===== config.mk =====
export PLATFORM = sky130hd
export DESIGN_NAME = fir_seq
export DESIGN_NICKNAME = d
export VERILOG_FILES = /design/src/rtl/fir_seq.sv
export SDC_FILE = /design/constraint.sdc
export NUM_CORES = 2
export LEC_CHECK = 0
export CAP_MARGIN = 10
export CORE_UTILIZATION = 57
export CTS_BUF_LIST = sky130_fd_sc_hd__clkbuf_8
export DETAILED_ROUTE_END_ITERATION = 10
export MAX_ROUTING_LAYER = met4
export PLACE_DENSITY = 0.73
export SYNTH_ARGS = -nofsm -noshare
export SYNTH_HDL_FRONTEND = slang
export SYNTH_SLANG_ARGS = --single-unit

===== constraint.sdc =====
create_clock -name clk -period 5.2 [get_ports clk]
set_input_delay 1.04 -clock clk [delete_from_list [all_inputs] [get_ports clk]]
set_output_delay 1.04 -clock clk [all_outputs]
set_load 0.01 [all_outputs]

===== src/rtl/fir_seq.sv =====
// rtl/fir_seq.sv - FIR tap sequencer: sample delay line, coefficient bank, fir_alu stepping, result register
module fir_seq #(
  parameter int NTAPS = 64,
  parameter int AW    = 6
) (
  input  logic          clk,
  input  logic          rstn,
  input  logic          s_valid,
  output logic          s_ready,
  input  logic [15:0]   s_data,
  input  logic          coef_we,
  input  logic [AW-1:0] coef_addr,
  input  logic [15:0]   coef_wdata,
  output logic          en_mac,
  output logic          clr_acc,
  output logic [15:0]   a_q15,
  output logic [15:0]   b_q15,
  input  logic [15:0]   y_in,
  output logic          m_valid,
  input  logic          m_ready,
  output logic [15:0]   m_data,
  output logic          busy
);

  typedef enum logic [2:0] {
    ST_IDLE,
    ST_CLR,
    ST_MAC,
    ST_CAP,
    ST_OUT
  } state_t;

  state_t        r_state;
  logic [AW-1:0] r_wr_ptr;
  logic [AW-1:0] r_cur_ptr;
  logic [AW-1:0] r_k;
  logic          r_started;
  logic          r_m_valid;
  logic [15:0]   r_m_data;
  logic [15:0]   r_line [NTAPS];
  logic [15:0]   r_coef [NTAPS];

  logic          w_idle;
  logic          w_accept;
  logic          w_coef_wr;
  logic [AW-1:0] w_tap_idx;

  // r_started keeps s_ready low while reset is held and for the release cycle
  assign w_idle    = (r_state == ST_IDLE) && r_started;
  assign w_accept  = w_idle && s_valid;
  assign w_coef_wr = w_idle && coef_we;
  // newest sample (cur_ptr) pairs with coef[0]; older samples walk backwards
  assign w_tap_idx = r_cur_ptr - r_k;

  // fir_alu controls decoded purely from registered state, counter and storage
  always_comb begin
    s_ready = w_idle;
    busy    = (r_state != ST_IDLE);
    clr_acc = (r_state == ST_CLR);
    en_mac  = (r_state == ST_MAC);
    a_q15   = 16'd0;
    b_q15   = 16'd0;
    if (r_state == ST_MAC) begin
      a_q15 = r_line[w_tap_idx];
      b_q15 = r_coef[r_k];
    end
    m_valid = r_m_valid;
    m_data  = r_m_data;
  end

  // sequencing FSM: pointers, tap counter and the output result register
  always_ff @(posedge clk or negedge rstn) begin
    if (!rstn) begin
      r_state   <= ST_IDLE;
      r_wr_ptr  <= '0;
      r_cur_ptr <= '0;
      r_k       <= '0;
      r_started <= 1'b0;
      r_m_valid <= 1'b0;
      r_m_data  <= 16'd0;
    end else begin
      r_started <= 1'b1;
      case (r_state)
        ST_IDLE: begin
          if (w_accept) begin
            r_cur_ptr <= r_wr_ptr;
            r_wr_ptr  <= r_wr_ptr + 1'b1;
            r_state   <= ST_CLR;
          end
        end
        ST_CLR: begin
          r_k     <= '0;
          r_state <= ST_MAC;
        end
        ST_MAC: begin
          r_k <= r_k + 1'b1;
          if (r_k == {AW{1'b1}}) begin
            r_state <= ST_CAP;
          end
        end
        ST_CAP: begin
          r_m_data  <= y_in;
          r_m_valid <= 1'b1;
          r_state   <= ST_OUT;
        end
        ST_OUT: begin
          if (m_ready) begin
            r_m_valid <= 1'b0;
            r_state   <= ST_IDLE;
          end
        end
        default: r_state <= ST_IDLE;
      endcase
    end
  end

  // delay line and coefficient bank; both only change while idle
  always_ff @(posedge clk or negedge rstn) begin
    if (!rstn) begin
      for (int i = 0; i < NTAPS; i++) begin
        r_line[i] <= 16'd0;
        r_coef[i] <= 16'd0;
      end
    end else begin
      if (w_accept) begin
        r_line[r_wr_ptr] <= s_data;
      end
      if (w_coef_wr) begin
        r_coef[coef_addr] <= coef_wdata;
      end
    end
  end

endmodule

==> metrics.cfg <==
[synthesis]
synth-edff-count = 0
yosys_register_bits = 2087
synth_simple_gate_area_share = 0.0321
adder_cell_share_of_the_synthesized_area = 0.00112
synth_async_sr_flop_share = 1.00
netlist_instances = 6128
synth.avg_cell_area_um2 = 15.6
synthesis.nets = 6195
post_synthesis_compound_gate_area_fraction = 0.0122
yosysUniqueCellTypes = 54
synth_top_family_by_area = multiplexers
synth_area_um2 = 95800
synth_ff_type = dfrtp_1
synth_sequential_area_ratio = 0.545
yosys-mux-area-fraction = 0.379
synth_xor_area_frac = 0.000822
ys.warnings.count = 0

[grt]
first_global_vias = 59257
grt_first_pass_wirelength_um = 381000
grtUsageTotal = 0.310
global_route.overflow_total = 0
antenna_found_initial = 15
grt_max_degree = 141

[floorplanning]
placement_rows = 150
die-width_um = 412
die_area_um2 = 170000
floorplan.initialDensity = 0.574
design.core.area_um2 = 167000
io-pin-count = 112
die_height_um = 412

[worst_setup_path]
worstPathCellList = ha_4 > fa_4 > buf_12 > buf_12 > buf_16 > mux4_2 > nand2_1 > nand2_1 > o211ai_1 > nand4_1 > buf_2
critical_path.endpoint_type = output port
crit_path_max_incr_delay_ps = 790
start_kind = register
r2r_cells = 7
cp_data_arrival_time_ps = 4670
cp.required_ps = 4160
worstReg2RegEnd = r_line[398]
cpMaxStageDelayCell = fa_4
critical_path_buf_inv_count = 4
r2r-start = r_state[2]
worst_path_dominant_cell_family = adder cells
timing.critical_path.fanout_max = 7
criticalPathCategory = reg2out
worst-r2r-setup-slack_ps = 1780

[power]
power_per_standard_cell_area_nw_per_um2 = 482
vdd.ir_drop.worst_mv = 0.507
p_leak_nw = 52.0

[timing]
fin_crit_sh = 1.10
slew_viol_final = 0
grt_setup_unrepaired = true
achievable-frequency_mhz = 175
timing.final.ws_setup_ps = -510
final_period_minus_worst_setup_slack_ps = 5710
tightestPinTransition_ps = 1290
skew_ps = 61.1
timing_hold_violations_final = 0
timing.final.setup_violations = 16
final.hold.worst_slack_ps = 488
maxSlewHeadroom = 0.139

[drt]
routed_wirelength_um = 249000
drc = 0
via_count = 56110
postRouteAntennaNets = 0
avgRoutedWirePerCell_um = 28.2
dr.first_iter.drc_count = 4332
viasPerCell = 6.35
dr.pass1.iters = 7

[final_layout]
layout_cell_share_with_drive_strength_beyond_1 = 0.568
num-fill-cells = 11992
multi_input_area_um2 = 41100
finish.cell_count_without_fillers = 8843
final_nets = 6448
synthToLayoutAreaGrowth_pct = 12.9
regArea_um2 = 52200

[hold_path]
hold_path.startpoint = r_cur_ptr[2]
hold-path-endpoint = r_cur_ptr[2]
whs_path_depth = 1
hold_path_class = reg2reg

[run_status]
status = finished, violations left
failed_checks = setup timing

[clocking]
tritoncts.num_buffers = 356
htree_num_levels = 5
worst_skew_pair.late_latency_ps = 1090
tritoncts = built
path_clk_slew_ps = 60
clk_path_buf_depth = 4
root_buffer = clkbuf_8
clock_sinks = 2087

[placement]
final_replace_weighted_congestion = 0.857
place.detailed.instances = 8130
dp.final_hpwl_um = 145000
port_buffers = 111

[run]
maxCapViolations = 0

[layout make-up]
cell class | count | area share
Tap cell | 2204 | 0.0255
Clock inverter | 150 | 0.00677
Sequential cell | 2087 | 0.483
Antenna cell | 14 | 0.000324
Clock buffer | 452 | 0.0575
Inverter | 40 | 0.00139
Timing Repair Buffer | 462 | 0.0459
Multi-Input combinational cell | 3434 | 0.380
[report_power, final]
part / switching [mW] / internal (mW) / leakage (nW) / total [mW]
logic: 9.87 / 8.87 / 19.3 / 18.7
clock network: 6.61 / 7.94 / 4.02 / 14.6
registers: 0.944 / 17.9 / 28.7 / 18.9
[layout by cell type, fill, tap and decap left out, drive strengths merged, types with 32 or more instances in the layout]
cell type	synthesis	routed
nor2	118	118
o211ai	33	33
nand2	338	338
o21bai	32	32
dfrtp	2087	2087
a21oi	85	85
clkdlybuf4s50	0	46
nand4	51	51
inv	40	148
clkinv	0	35
buf	253	390
mux2	2070	2070
clkbuf	314	454
mux4	576	576
[logic make-up after synthesis]
group	after synthesis
buf+inv	607
flops	2087
xor+xnor	9
simple gates	583
compound gates	185
fa+ha+maj	8
mux	2648
other cells	1
[state kept, by name, summed over array words and instances, names as in the netlist]
name / flops
r_coef: 1024
r_k: 6
r_cur_ptr: 6
r_wr_ptr: 6
m_valid: 1
r_state: 3
m_data: 16
r_line: 1024
r_started: 1
[what timing repair did]
| action | 4_1_cts | 5_1_grt |
|---|---|---|
| hold buffers | 1 | 0 |
| buffers inserted | 31 | 41 |
| pin swaps | 57 | 25 |
| hold endpoints to repair | 3 | 0 |
| cloned | 24 | 1 |
| setup endpoints to repair | 32 | 21 |
| resized for setup | 194 | 13 |
[routing by layer]
metal / wire length [um] / up-vias / GRT usage
li1: - / 23085 / -
met1: 111000 / 30759 / 0.441
met2: 115000 / 1806 / 0.450
met3: 16600 / 460 / 0.0686
met4: 6570 / 0 / 0.0913
met5: 0 / - / -
[stage by stage]
step	util	setup WS, ps	total power [mW]	cell area [um^2]	setup TNS [ps]
after detailed placement	0.595	232	34.7	99400	0
final	0.648	-510	52.2	108000	-5560
after floorplan	-	805	28.8	95800	0
after global placement	0.595	175	34.5	99400	0
after global routing	0.648	-552	54.2	108000	-7000
after CTS	0.645	-535	51.6	108000	-6400
[worst max path at each step]
stage / start / to / slack [ps] / depth (start not counted)
global placement: r_k[0] / a_q15[15] / 170 / 10
floorplan: r_k[2] / a_q15[10] / 800 / 12
detailed placement: r_k[0] / a_q15[15] / 230 / 10
finish: r_k[0] / a_q15[15] / -510 / 11
global route: r_k[0] / a_q15[15] / -550 / 11
CTS: r_k[0] / a_q15[15] / -540 / 10
[synthesized netlist by cell type, drive strengths merged, types with 32 or more instances]
cell type	count	area [um^2]
nand4	51	319
buf	253	1530
o21bai	32	240
dfrtp	2087	52200
o211ai	33	248
mux2	2070	23300
inv	40	150
clkbuf	314	1190
mux4	576	13000
a21oi	85	425
nor2	118	820
nand2	338	1390
(Power assumes the default switching activity.)
